**src/rtl/serial_full_add.sv**
```systemverilog
// Bit-serial adder: one full-adder cell plus a carry flip-flop, LSB first,
// with a start/busy/done handshake around an N-cycle add.
module serial_full_add #(
   parameter int unsigned N     = 4,
   parameter int unsigned CNT_W = $clog2(N + 1)
) (
   input  logic         clk,
   input  logic         rst,
   input  logic         start,
   input  logic [N-1:0] a,
   input  logic [N-1:0] b,
   input  logic         ci,
   output logic [N-1:0] sum,
   output logic         co,
   output logic         busy,
   output logic         done
);

   typedef enum logic [1:0] {
      IDLE = 2'd0,
      ADD  = 2'd1,
      DONE = 2'd2
   } state_t;

   state_t           state;
   logic [N-1:0]     sa;
   logic [N-1:0]     sb;
   logic [N-1:0]     ps;
   logic             c;
   logic [CNT_W-1:0] cnt;

   logic             s_bit;
   logic             c_nxt;
   logic [N-1:0]     ps_nxt;
   logic             last_bit;

   // Single full-adder cell; the new sum bit enters the partial sum at the MSB.
   always_comb begin
      s_bit    = sa[0] ^ sb[0] ^ c;
      c_nxt    = (sa[0] & sb[0]) | (sa[0] & c) | (sb[0] & c);
      ps_nxt   = N'({s_bit, ps} >> 1);
      last_bit = (cnt == CNT_W'(N - 1));
   end

   always_ff @(posedge clk) begin
      if (rst) begin
         state <= IDLE;
         sa    <= '0;
         sb    <= '0;
         ps    <= '0;
         c     <= 1'b0;
         cnt   <= '0;
         sum   <= '0;
         co    <= 1'b0;
         busy  <= 1'b0;
         done  <= 1'b0;
      end else begin
         done <= 1'b0;
         case (state)
            // DONE accepts exactly like IDLE so back-to-back operations need no bubble.
            IDLE, DONE: begin
               busy <= 1'b0;
               if (start) begin
                  sa    <= a;
                  sb    <= b;
                  c     <= ci;
                  cnt   <= '0;
                  busy  <= 1'b1;
                  state <= ADD;
               end else begin
                  state <= IDLE;
               end
            end
            ADD: begin
               sa  <= sa >> 1;
               sb  <= sb >> 1;
               c   <= c_nxt;
               ps  <= ps_nxt;
               cnt <= cnt + CNT_W'(1);
               if (last_bit) begin
                  sum   <= ps_nxt;
                  co    <= c_nxt;
                  busy  <= 1'b0;
                  done  <= 1'b1;
                  state <= DONE;
               end
            end
            default: begin
               busy  <= 1'b0;
               state <= IDLE;
            end
         endcase
      end
   end

endmodule

```
**config.mk**
```make
export PLATFORM = sky130hd
export DESIGN_NAME = serial_full_add
export DESIGN_NICKNAME = d
export VERILOG_FILES = /design/src/rtl/serial_full_add.sv
export SDC_FILE = /design/constraint.sdc
export NUM_CORES = 1
export LEC_CHECK = 0
export CAP_MARGIN = 20
export CELL_PAD_IN_SITES_DETAIL_PLACEMENT = 0
export CELL_PAD_IN_SITES_GLOBAL_PLACEMENT = 1
export CORE_MARGIN = 5
export CORE_UTILIZATION = 38
export CTS_CLUSTER_DIAMETER = 100
export DETAILED_ROUTE_END_ITERATION = 8
export HOLD_SLACK_MARGIN = 0.12
export PLACE_DENSITY = 0.78
export SLEW_MARGIN = 20
export SYNTH_ARGS = -nofsm -noshare
export SYNTH_HDL_FRONTEND = slang
export SYNTH_SLANG_ARGS = --single-unit
```
**constraint.sdc**
```tcl
create_clock -name clk -period 1.9 [get_ports clk]
set_input_delay 0.285 -clock clk [delete_from_list [all_inputs] [get_ports clk]]
set_output_delay 0.285 -clock clk [all_outputs]
set_load 0.03 [all_outputs]
```
### Word-level counts from Yosys, hierarchy flattened

Cells that the tools add are included.

* flip-flop bits (word level): 25
* bits of input ports: 12
* output and inout bits: 7

* $add $sub $neg: 1
* equal/unequal tests: 5
* multiplexer cells: 15
* bitwise operators: 8
* reductions and logical operators: 6

Operators by type and width (number)
* 4-bit one-hot mux with 2 select lines: 2
* 4-bit two-way mux: 2
* 3-bit one-hot mux with 2 select lines: 1
* 1-bit two-way mux: 5
* 2-bit inequality test (second input constant): 2
* 1-bit one-hot mux with 2 select lines: 2
* 2-bit one-hot mux with 2 select lines: 1
* 2-bit AND reduction: 2
* 2-bit OR reduction: 2
* 3-bit by 1-bit adder with 3-bit output (second input constant): 1
* 1-bit AND: 3
* 3-bit by 2-bit == test with 1-bit output (second input constant): 1
* 3-bit two-way mux: 1
* 2-bit by 1-bit == test with 1-bit output (second input constant): 1
* 2-bit == test (second input constant): 1
* 2-bit logical NOT: 1
* 2-bit two-way mux: 1
* 1-bit OR: 2
* 2-bit nonzero test: 1
* 1-bit bitwise XOR: 2
* 1-bit NOT: 1

### Longest topological paths before layout

Gate-level depths: netlist (run 1).

* depth after elaboration: 4
* gate-level depth with buffers: 5
* mapped depth without buffers: 5

### Worst setup path before layout (run 1)

OpenSTA, ideal clock, no wires.

* path kind: register to register
* start point: register state[0]
* end point: register cnt[2]
* setup time: 0.128 ns
* arrival: 1.121 ns
* required time: 1.772 ns
* setup slack: 0.652 ns
* cell stages (with the launch flop): 5
* period minus slack after synthesis: 1.248 ns
* path through: dfxtp_1 or2b_2 buf_6 a31oi_1 nor2_1

* cells in the longest elaborated chain, start to end: 4

Ends and longest elaborated chain
* start: declaration: RTL line 25 `state_t state;`
* start signal: assignment: RTL line 47 `state <= IDLE;`
* start signal: assignment: RTL line 69 `state <= ADD;`
* start signal: assignment: RTL line 71 `state <= IDLE;`
* 2-bit == test / 2-bit logical NOT (equally long branches): RTL line 59 `case (state)`
* 2-bit OR reduction: RTL line 59
* 2-bit inequality test (no source line) / 2-bit nonzero test (equally long branches)
* 2-bit AND reduction (no source line)
* end signal: assignment: RTL line 79 `cnt <= cnt + CNT_W'(1);`
* end: declaration: RTL line 30 `logic [CNT_W-1:0] cnt;`

Parallel ways exist; a longest one is shown, timed or not.
A chain may end at the register's enable or synchronous reset.

==> key figures, run 1 <==
Outcome
  – Outcome: completed

Worst setup path
  – Kind of capture point of the worst setup path: primary output
  – Data arrival, critical path: 1.47 ns
  – Buffers & Inverters on Critical Path: 1
  – Worst reg-to-reg setup slack: 0.52 ns
  – Classification of the worst setup path: flop to primary output
  – Number of logic stages on the critical path including buffering: 1
  – Data required time of the critical path: 1.62 ns
  – Top Family by Delay on Critical Path: buffers and inverters
  – Critical register-to-register path endpoint: sum[0]
  – Launch point of the worst path: state[0]
  – Biggest fanout along the worst timing path: 7
  – Worst setup path endpoint: busy
  – RR Startpoint: cnt[0]
  – Library cell contributing the largest single delay on the critical path: sky130_fd_sc_hd__clkdlybuf4s50_1
  – Sequence of cells on the critical path: clkdlybuf4s50_1
  – Delay contributed by the slowest stage of the critical path: 0.71 ns
  – Cell depth of the worst flop-to-flop path: 5
  – Critical Path Start Type: flop

Routing
  – Routed vias: 788
  – Per-cell routed wire length: 10.85 um
  – Routed vias/inst: 5.019
  – Antenna-violating nets left: 0
  – DR DRC count: 0
  – Number of optimization iterations in the first detailed-route pass: 3
  – Total wirelength of the detailed-routed design: 1.704 mm
  – Violation count after the first detailed-route iteration: 10

Clock network
  – Count of buffers added by post-CTS timing repair for setup: 0
  – Post-cts resize count: 0
  – Hold buffer count at CTS: 0
  – Clock transition at the registers of the reported paths: 0.12 ns
  – TritonCTS clock tree: built
  – Inserted Clock Buffers: 3
  – Num Clock Sinks: 23
  – Root buffer cell: sky130_fd_sc_hd__clkbuf_4
  – Max H-tree Level: 1
  – Clk_lat worst skew: 0.30 ns
  – Clock Path Buffers: 2

Floorplanning
  – Total die area: 3524 um2
  – Die height: 59.36 um
  – I/O pin count: 19
  – Core box area: 2276 um2
  – Number of rows created at floorplan: 17
  – Die X-Extent: 59.36 um
  – Initial core utilization: 0.4068

GRT
  – Wire length of the first global-routing pass: 3.084 mm
  – Busiest metal layer after global routing: met2
  – Antenna violations before repair: 0
  – Final global-route overflow total: 0
  – Pin count of the biggest net entering global routing: 24
  – Global router's overall resource usage: 0.1135
  – Met3 track demand over resource: 0.03268
  – M2 GR Usage: 0.1888
  – Routing usage on met1: 0.1332
  – Via count of the first global-routing pass: 741

Logic synthesis
  – Synthesis warning total: 0
  – Number of distinct library cell variants in the gate-level netlist after synthesis: 20
  – FF+latch count, synth: 23
  – Mapped Nets: 125
  – Async SR Flop Fraction: 0
  – Average cell area after synthesis: 8.417 um2
  – Leading cell type by number of instances after synthesis: sky130_fd_sc_hd__nand2_1
  – Post-synth top flop: sky130_fd_sc_hd__dfxtp_1
  – Top cell type's share of synthesized area: 0.4973
  – Sequential cell area fraction in the yosys report: 0.4973
  – Post-synth top cells: sky130_fd_sc_hd__nand2_1 (28), sky130_fd_sc_hd__dfxtp_1 (23), sky130_fd_sc_hd__a21oi_1 (12), sky130_fd_sc_hd__nor2_1 (11), sky130_fd_sc_hd__nand3_1 (9)
  – Number of flops mapped to enable cells by yosys: 0
  – Gate count after technology mapping: 110
  – Largest area contributor in the netlist: sky130_fd_sc_hd__dfxtp_1
  – Cell Area, Synth: 925.9 um2
  – Leading post-synthesis cells by cell area: sky130_fd_sc_hd__dfxtp_1 (50%), sky130_fd_sc_hd__nand2_1 (11%), sky130_fd_sc_hd__a311oi_1 (6.6%)

Cells and area
  – Ratio of cells with drive above 1 in the final layout: 0.06202
  – Final net count: 145
  – Cell Count, Final, Fillers Out: 157
  – Post-Route Utilization: 0.5080
  – Final antenna diode count: 0
  – Syn-to-layout area delta: 24.86%
  – Final instance area: 1156 um2

Placement
  – Final weighted congestion in routability-driven placement: 0.7068
  – Setup slack at placement: 0.3372 ns
  – Detail Placement HPWL: 1.256 mm
  – Dpl cells: 153
  – Count of buffers inserted at the top-level ports: 18
  – Placed inst area: 1130 um2

Power
  – Static leakage power: 0.4193 nW
  – Worst voltage drop across the vdd grid: 0.0003856 V
  – Total power draw: 0.8662 mW
  – Pwr per Cell Area: 749.2 nW/um2

Timing
  – Total negative slack: 0 ns
  – Worst Tran Pin Value: 0.3070 ns
  – Final hold violations: 0
  – Post-route worst hold slack: 0.4606 ns
  – Final Max Slew Viols: 0
  – Total setup violations reported at the end of the flow: 0
  – Unrepaired setup endpoints after global routing: false
  – Fmax: 569.5 MHz
  – PnR worst setup slack: 0.1440 ns
  – Worst rel slew slack: 0.7947
  – Final clock period utilization by the worst path: 0.9242
  – Minimum period implied by the final worst setup slack: 1.756 ns
  – Final clock skew: 0.003466 ns

Hold path
  – Worst min-delay path class: flop to flop

Flow run
  – Maxcap violations: 0
==> final cells by class <==
type	instances	area (um2)
fillers	235	1120
flip-flops and latches	23	460.4
multi-input cells	79	420.4
repair buffers	22	210.2
well taps	28	35.03
clock buffers	4	26.28
inverters	1	3.754
==> sequential cells by signal, summed over array words and instances, names as in the netlist <==
register / count
sa: 4
sb: 4
sum: 4
cnt: 3
ps: 3
state: 2
c: 1
co: 1
done: 1
==> logic make-up (layout without fill, tap and decap cells) <==
logic type	after synthesis	count (layout)	share of synthesized area
simple gates	55	55	0.2595
flops	23	23	0.4973
compound gates	21	21	0.1460
buf+inv	8	27	0.04865
fa+ha+maj	3	3	0.04865
==> worst min path at each step <==
stage | end | start | slack, ns | cells after the start
after global routing | co | co | 0.48 | 2
after detailed placement | co | co | 0.45 | 2
after CTS | co | co | 0.46 | 2
after global placement | sum[2] | sum[2] | 0.44 | 2
final | co | co | 0.46 | 2
after floorplan | c | rst | 0.36 | 1
==> cells in the final DEF (no fill, tap or decap) <==
master	instances
sky130_fd_sc_hd__a21oi_1	12
sky130_fd_sc_hd__a311oi_1	7
sky130_fd_sc_hd__a31oi_1	1
sky130_fd_sc_hd__buf_4	4
sky130_fd_sc_hd__clkbuf_1	1
sky130_fd_sc_hd__clkbuf_4	3
sky130_fd_sc_hd__clkdlybuf4s50_1	18
sky130_fd_sc_hd__dfxtp_1	23
sky130_fd_sc_hd__fa_1	1
sky130_fd_sc_hd__ha_1	2
sky130_fd_sc_hd__inv_1	1
sky130_fd_sc_hd__nand2_1	28
sky130_fd_sc_hd__nand2b_1	2
sky130_fd_sc_hd__nand3_1	9
sky130_fd_sc_hd__nand3b_1	1
sky130_fd_sc_hd__nor2_1	11
sky130_fd_sc_hd__nor2b_1	2
sky130_fd_sc_hd__nor3b_1	1
sky130_fd_sc_hd__o21a_1	1
sky130_fd_sc_hd__or2b_2	1
==> power by group <==
group	leakage [nW]	total, mW	internal, mW	switching [mW]
Combinational	0.217	0.122	0.0593	0.0623
Clock	0.0150	0.222	0.0819	0.140
Sequential	0.188	0.523	0.506	0.0161
Total	0.419	0.866	0.648	0.219
==> layer usage <==
layer	up-vias	wire [um]
met3	5	92
met2	16	784
met4	0	38
met1	354	790
met5	-	0
li1	413	-
Note: power is estimated with default switching activity, not from simulation.
==> inputs of run 2 (changes only) <==
- CORE_UTILIZATION: 38 -> 32
- PLACE_DENSITY: 0.78 -> 0.7
- clock period: 1.9 -> 1.4 ns (I/O delays scaled with it)
==> run 2 against run 1 <==
Final area rose by 3.5%. Clock power rose by 43%. Sequential power rose by 35%. Via count rose by 0.89%. Worst setup slack got worse by 0.017 ns. Largest cell class unchanged. Routed wire length rose by 13%. First-iteration DRC count rose by 40%. Total power rose by 40%. Flip-flop and latch count did not move. Non-clock buffer count rose by 2. Sequential share of layout area fell by 1.3 points. Die area rose by 15%.
==> key figures, run 2 (synthesis results as in run 1) <==
Worst setup path
  – Buffers & Inverters on Critical Path: 1 (unchanged)
  – Data required time of the critical path: 1.19 ns (-0.43 ns)
  – Data arrival, critical path: 1.06 ns (-0.41 ns)
  – Biggest fanout along the worst timing path: 2 (-5)
  – Kind of capture point of the worst setup path: primary output
  – Critical Path Start Type: flop
  – Top Family by Delay on Critical Path: buffers and inverters
  – Library cell contributing the largest single delay on the critical path: sky130_fd_sc_hd__dlygate4sd2_1
  – Sequence of cells on the critical path: dlygate4sd2_1
  – Classification of the worst setup path: flop to primary output
  – Delay contributed by the slowest stage of the critical path: 0.40 ns (-0.31 ns)

Clock network
  – Max H-tree Level: 1 (unchanged)
  – Root buffer cell: sky130_fd_sc_hd__clkbuf_4
  – Clock Path Buffers: 2 (unchanged)
  – Num Clock Sinks: 23 (unchanged)
  – Clk_lat worst skew: 0.32 ns (+0.02 ns)
  – Inserted Clock Buffers: 3 (unchanged)
  – TritonCTS clock tree: built
  – Count of buffers added by post-CTS timing repair for setup: 0 (unchanged)
  – Clock transition at the registers of the reported paths: 0.13 ns (about the same)

Routing
  – Per-cell routed wire length: 11.87 um (+9.4%)
  – DR DRC count: 0 (unchanged)
  – Routed vias: 795 (+0.89%)
  – Total wirelength of the detailed-routed design: 1.923 mm (+13%)
  – Violation count after the first detailed-route iteration: 14 (+4)
  – Routed vias/inst: 4.907 (-2.2%)
  – Number of optimization iterations in the first detailed-route pass: 2 (-1)
  – Antenna-violating nets left: 0 (unchanged)

Timing
  – Final Max Slew Viols: 0 (unchanged)
  – Fmax: 785.3 MHz
  – Post-route worst hold slack: 0.4209 ns (-0.03973 ns)
  – PnR worst setup slack: 0.1266 ns (-0.01738 ns)
  – Total setup violations reported at the end of the flow: 0 (unchanged)
  – Final clock skew: 0.005402 ns (+0.001936 ns)
  – Unrepaired setup endpoints after global routing: false
  – Minimum period implied by the final worst setup slack: 1.273 ns
  – Final hold violations: 0 (unchanged)
  – Worst Tran Pin Value: 0.3056 ns (-0.001330 ns)
  – Final clock period utilization by the worst path: 0.9096
  – Worst rel slew slack: 0.7971 (+0.002337)

GRT
  – Global router's overall resource usage: 0.1045 (-0.008992)
  – Final global-route overflow total: 0 (unchanged)
  – Antenna violations before repair: 0 (unchanged)
  – Via count of the first global-routing pass: 742 (+0.13%)
  – Wire length of the first global-routing pass: 3.374 mm (+9.4%)
  – Pin count of the biggest net entering global routing: 24 (unchanged)

Cells and area
  – Final instance area: 1196 um2 (+3.5%)
  – Largest registers: sa: 4 flops, sb: 4 flops, sum: 4 flops
  – Final net count: 147 (+1.4%)
  – Syn-to-layout area delta: 29.19%
  – Top library cells by usage in the layout, fill and taps aside: sky130_fd_sc_hd__nand2_1 (28), sky130_fd_sc_hd__dfxtp_1 (23), sky130_fd_sc_hd__nor2_1 (11), sky130_fd_sc_hd__a21oi_1 (11), sky130_fd_sc_hd__clkdlybuf4s50_1 (11)
  – Final antenna diode count: 0 (unchanged)
  – Ratio of cells with drive above 1 in the final layout: 0.09160 (+0.02959)
  – Most frequent standard cell in the layout excluding fill and tap cells: sky130_fd_sc_hd__nand2_1

Floorplanning
  – Total die area: 4069 um2 (+15%)
  – Number of rows created at floorplan: 19 (+2)
  – Die X-Extent: 63.79 um (+7.5%)
  – Initial core utilization: 0.3358 (-0.07106)
  – Die height: 63.79 um (+7.5%)
  – I/O pin count: 19 (unchanged)
  – Core box area: 2758 um2 (+21%)

Placement
  – Count of buffers inserted at the top-level ports: 18 (unchanged)
  – Final weighted congestion in routability-driven placement: 0.7005 (-0.89%)
  – Placed inst area: 1174 um2 (+3.9%)
  – Detail Placement HPWL: 1.321 mm (+5.1%)
  – Setup slack at placement: -0.05207 ns (-0.3893 ns)

Power
  – Total power draw: 1.211 mW (+40%)
  – Combinational cell fraction of total power: 0.154 (+0.014)
  – Pint: 0.8870 mW (+37%)
  – Switch Pwr: 0.3237 mW (+48%)
  – Share of total power in the clock network: 0.263 (+0.007)
  – Static leakage power: 0.4748 nW (+13%)
  – Pwr per Cell Area: 1012 nW/um2 (+35%)
  – Part of the total power dissipated in sequential elements: 0.584 (-0.019)
  – Net Sw Frac: 0.2674 (+0.01502)
  – Worst voltage drop across the vdd grid: 0.0005323 V (+38%)

Flow run
  – Maxcap violations: 0 (unchanged)

Hold path
  – Worst min-delay path class: input port to flop

Outcome
  – Outcome: completed
==> run 2: routing by layer <==
layer | routed length (um) | part of all wire | track usage
met3 | 88 | 0.046 | 0.03678
met2 | 852 | 0.44 | 0.1495
met5 | 0 | 0 | 0
met1 | 943 | 0.49 | 0.1373
met4 | 39 | 0.020 | 0.05455
==> run 2: final timing paths <==
kind | from | endpoint | slack [ns] | cells after the start
hold reg to reg | sum[1] | sum[1] | 0.46 | 2
setup reg to reg | cnt[0] | sum[0] | 0.15 | 5
setup / recovery | state[0] | busy | 0.13 | 1
hold / removal | b[3] | sb[3] | 0.42 | 3
==> run 2: worst min-delay path, cell delays in order <==
cell                              delay (ns)
sky130_fd_sc_hd__clkdlybuf4s50_1        0.39
sky130_fd_sc_hd__nand2_1                0.05
sky130_fd_sc_hd__a21oi_1                0.05
==> run 2: final cells by class <==
type | count | area [um2]
inverters | 1 | 3.754
clock buffers | 3 | 22.52
fillers | 288 | 1562
flip-flops and latches | 23 | 460.4
well taps | 31 | 38.79
repair buffers | 24 | 241.5
multi-input cells | 79 | 424.2
clock inverters | 1 | 5.005
==> run 2: power groups by stage <==
stage / Clock [mW] / Combinational, mW / Sequential (mW)
6_report: 0.318 / 0.186 / 0.707
5_1_grt: 0.371 / 0.207 / 0.712
4_1_cts: 0.327 / 0.188 / 0.707
3_5_place_dp: 0 / 0.189 / 0.722
3_3_place_gp: 0 / 0.185 / 0.721
2_1_floorplan: 0 / 0.107 / 0.725
==> run 2: stage by stage <==
stage | utilization | std cells | setup TNS [ns]
final | 0.4338 | 162 | 0
after global routing | 0.4338 | 162 | 0
after CTS | 0.4324 | 162 | 0
after detailed placement | 0.4256 | 158 | -0.1307
after global placement | 0.4256 | 158 | -0.03245
after floorplan | - | 110 | 0
==> run 2: timing repair <==
action | 4_1_cts | 5_1_grt
pin swaps | 0 | 3
resized for setup | 7 | 1
cloned | 0 | 0
hold buffers | 0 | 0
endpoints found under the setup margin | 7 | 2
==> inputs of run 3 (changes only) <==
- PLACE_DENSITY: 0.7 -> not set
- PLACE_DENSITY_LB_ADDON: not set -> 0.1
- SETUP_SLACK_MARGIN: not set -> 0.15
==> run 3 against run 2 <==
Sequential power barely moved. Fmax rose by 9.8%. Flip-flop and latch count did not move. First-iteration DRC count did not move. Routed wire length fell by 2.3%. Clock power fell by 5%. Largest power group unchanged. Clock skew rose by 0.0011 ns. Critical path type is now flop to flop. Non-clock buffer count rose by 1. Core utilization rose by 0.50 points.
==> key figures, run 3 (synthesis results as in run 1) <==
Power
  – Share of total power in the clock network: 0.252 (-0.011)
  – Part of the total power dissipated in sequential elements: 0.588 (+0.004)
  – Static leakage power: 0.4545 nW (-4.3%)
  – Total power draw: 1.203 mW (-0.60%)
  – Switch Pwr: 0.3078 mW (-4.9%)
  – Pwr per Cell Area: 994.6 nW/um2 (-1.7%)
  – Pint: 0.8956 mW (+0.97%)
  – Combinational cell fraction of total power: 0.160 (+0.006)
  – Net Sw Frac: 0.2558 (-0.01159)
  – Worst voltage drop across the vdd grid: 0.0005574 V (+4.7%)

Timing
  – Minimum period implied by the final worst setup slack: 1.160 ns (-0.1135 ns)
  – Unrepaired setup endpoints after global routing: true
  – Worst Tran Pin Value: 0.1986 ns (-0.1070 ns)
  – Fmax: 862.1 MHz (+9.8%)
  – Worst rel slew slack: 0.8667 (+0.06966)
  – Total setup violations reported at the end of the flow: 0 (unchanged)
  – Final clock period utilization by the worst path: 0.8285 (-0.08107)
  – Final hold violations: 0 (unchanged)
  – Final Max Slew Viols: 0 (unchanged)
  – Final clock skew: 0.006462 ns (+0.001060 ns)

Cells and area
  – Final net count: 148 (+0.68%)
  – Largest registers: sa: 4 flops, sb: 4 flops, sum: 4 flops
  – Final instance area: 1210 um2 (+1.2%)
  – Fillers: 290 (+0.69%)
  – Top library cells by usage in the layout, fill and taps aside: sky130_fd_sc_hd__nand2_1 (28), sky130_fd_sc_hd__dfxtp_1 (21), sky130_fd_sc_hd__a21oi_1 (12), sky130_fd_sc_hd__nor2_1 (11), sky130_fd_sc_hd__clkdlybuf4s50_1 (11)
  – Syn-to-layout area delta: 30.68%
  – Final antenna diode count: 0 (unchanged)
  – Ratio of cells with drive above 1 in the final layout: 0.1894 (+0.09779)
  – Most frequent standard cell in the layout excluding fill and tap cells: sky130_fd_sc_hd__nand2_1

Worst setup path
  – Kind of capture point of the worst setup path: flop
  – Cell depth of the worst flop-to-flop path: 5 (unchanged)
  – Biggest fanout along the worst timing path: 9 (+7)
  – Data arrival, critical path: 1.39 ns (+0.33 ns)
  – Worst reg-to-reg setup slack: 0.24 ns (+0.09 ns)
  – Data required time of the critical path: 1.63 ns (+0.44 ns)
  – Classification of the worst setup path: flop to flop
  – Critical Path Start Type: flop

Routing
  – Violation count after the first detailed-route iteration: 14 (unchanged)
  – Number of optimization iterations in the first detailed-route pass: 4 (+2)
  – Routed vias/inst: 4.877 (-0.61%)
  – Total wirelength of the detailed-routed design: 1.878 mm (-2.3%)
  – Antenna-violating nets left: 0 (unchanged)
  – Per-cell routed wire length: 11.52 um (-2.9%)
  – DR DRC count: 0 (unchanged)
  – Routed vias: 795 (unchanged)

Placement
  – Final weighted congestion in routability-driven placement: 0.6784 (-3.2%)
  – Placed inst area: 1174 um2 (unchanged)
  – Detail Placement HPWL: 1.275 mm (-3.4%)
  – Count of buffers inserted at the top-level ports: 18 (unchanged)

Floorplanning
  – Total die area: 4069 um2 (unchanged)
  – Initial core utilization: 0.3358 (unchanged)
  – Die X-Extent: 63.79 um (unchanged)
  – Core box area: 2758 um2 (unchanged)
  – Number of rows created at floorplan: 19 (unchanged)
  – Die height: 63.79 um (unchanged)
  – I/O pin count: 19 (unchanged)

Clock network
  – Clk_lat worst skew: 0.31 ns (about the same)
  – Max H-tree Level: 1 (unchanged)
  – TritonCTS clock tree: built
  – Clock Path Buffers: 2 (unchanged)
  – Root buffer cell: sky130_fd_sc_hd__clkbuf_4
  – Inserted Clock Buffers: 3 (unchanged)
  – Clock transition at the registers of the reported paths: 0.12 ns (about the same)
  – Num Clock Sinks: 23 (unchanged)

GRT
  – Wire length of the first global-routing pass: 3.312 mm (-1.8%)
  – Antenna violations before repair: 0 (unchanged)
  – Global router's overall resource usage: 0.09971 (-0.004751)
  – Pin count of the biggest net entering global routing: 24 (unchanged)
  – Final global-route overflow total: 0 (unchanged)
  – Via count of the first global-routing pass: 753 (+1.5%)

Hold path
  – Worst min-delay path class: input port to flop
  – Hold Path Cell Cnt: 3 (unchanged)

Outcome
  – Outcome: completed

Flow run
  – Maxcap violations: 0 (unchanged)
## run 3: what timing repair did
item,CTS,global route
setup buffers,1,0
pin swaps,1,3
hold endpoints to repair,0,0
hold buffers,0,0
resized for setup,13,16
setup endpoints to repair,13,16
## run 3: per-stage QoR
step | util | worst slack, ns | hold slack (ns) | setup TNS, ns | std cells
2_1_floorplan | - | 0.1519 | 0.2821 | 0 | 110
5_1_grt | 0.4387 | 0.1438 | 0.4396 | 0 | 163
6_report | 0.4387 | 0.2401 | 0.4358 | 0 | 163
4_1_cts | 0.4378 | 0.1169 | 0.4250 | 0 | 163
3_3_place_gp | 0.4256 | -0.03144 | 0.4421 | -0.03144 | 158
3_5_place_dp | 0.4256 | -0.05518 | 0.4453 | -0.09457 | 158
## run 3: cell type report
| class | count | area [um2] | share of cell area |
|---|---|---|---|
| tap | 31 | 38.79 | 0.03206 |
| multi-input combinational | 79 | 455.4 | 0.3764 |
| timing repair buffer | 25 | 222.7 | 0.1841 |
| clock buffer | 4 | 26.28 | 0.02172 |
| sequential | 23 | 462.9 | 0.3826 |
| inverter | 1 | 3.754 | 0.003102 |
## run 3: worst paths after layout
kind | start | endpoint
min reg2reg | sum[3] | sum[3]
max reg2reg | state[0] | sa[2]
min | a[3] | sa[3]
max | state[0] | sa[2]
## run 3: critical path, stage by stage (launching register included)
cell and delay (ns):
sky130_fd_sc_hd__dfxtp_1 0.33, sky130_fd_sc_hd__buf_4 0.15, sky130_fd_sc_hd__nor2b_1 0.11, sky130_fd_sc_hd__buf_4 0.16, sky130_fd_sc_hd__nand2_1 0.07, sky130_fd_sc_hd__a311oi_2 0.26
## run 3: power groups by stage
stage | clock network [mW] | registers, mW | logic [mW]
floorplan | 0 | 0.725 | 0.107
global placement | 0 | 0.722 | 0.187
detailed placement | 0 | 0.722 | 0.188
CTS | 0.324 | 0.707 | 0.189
global route | 0.347 | 0.713 | 0.214
finish | 0.303 | 0.708 | 0.193
## run 3: metal layers
layer	GRT usage	wire [um]	vias up	share of wire
met5	0	0	-	0
met4	0.04675	32	0	0.017
met3	0.02277	67	4	0.036
met2	0.1570	832	13	0.44
met1	0.1285	946	360	0.50
li1	-	-	418	-
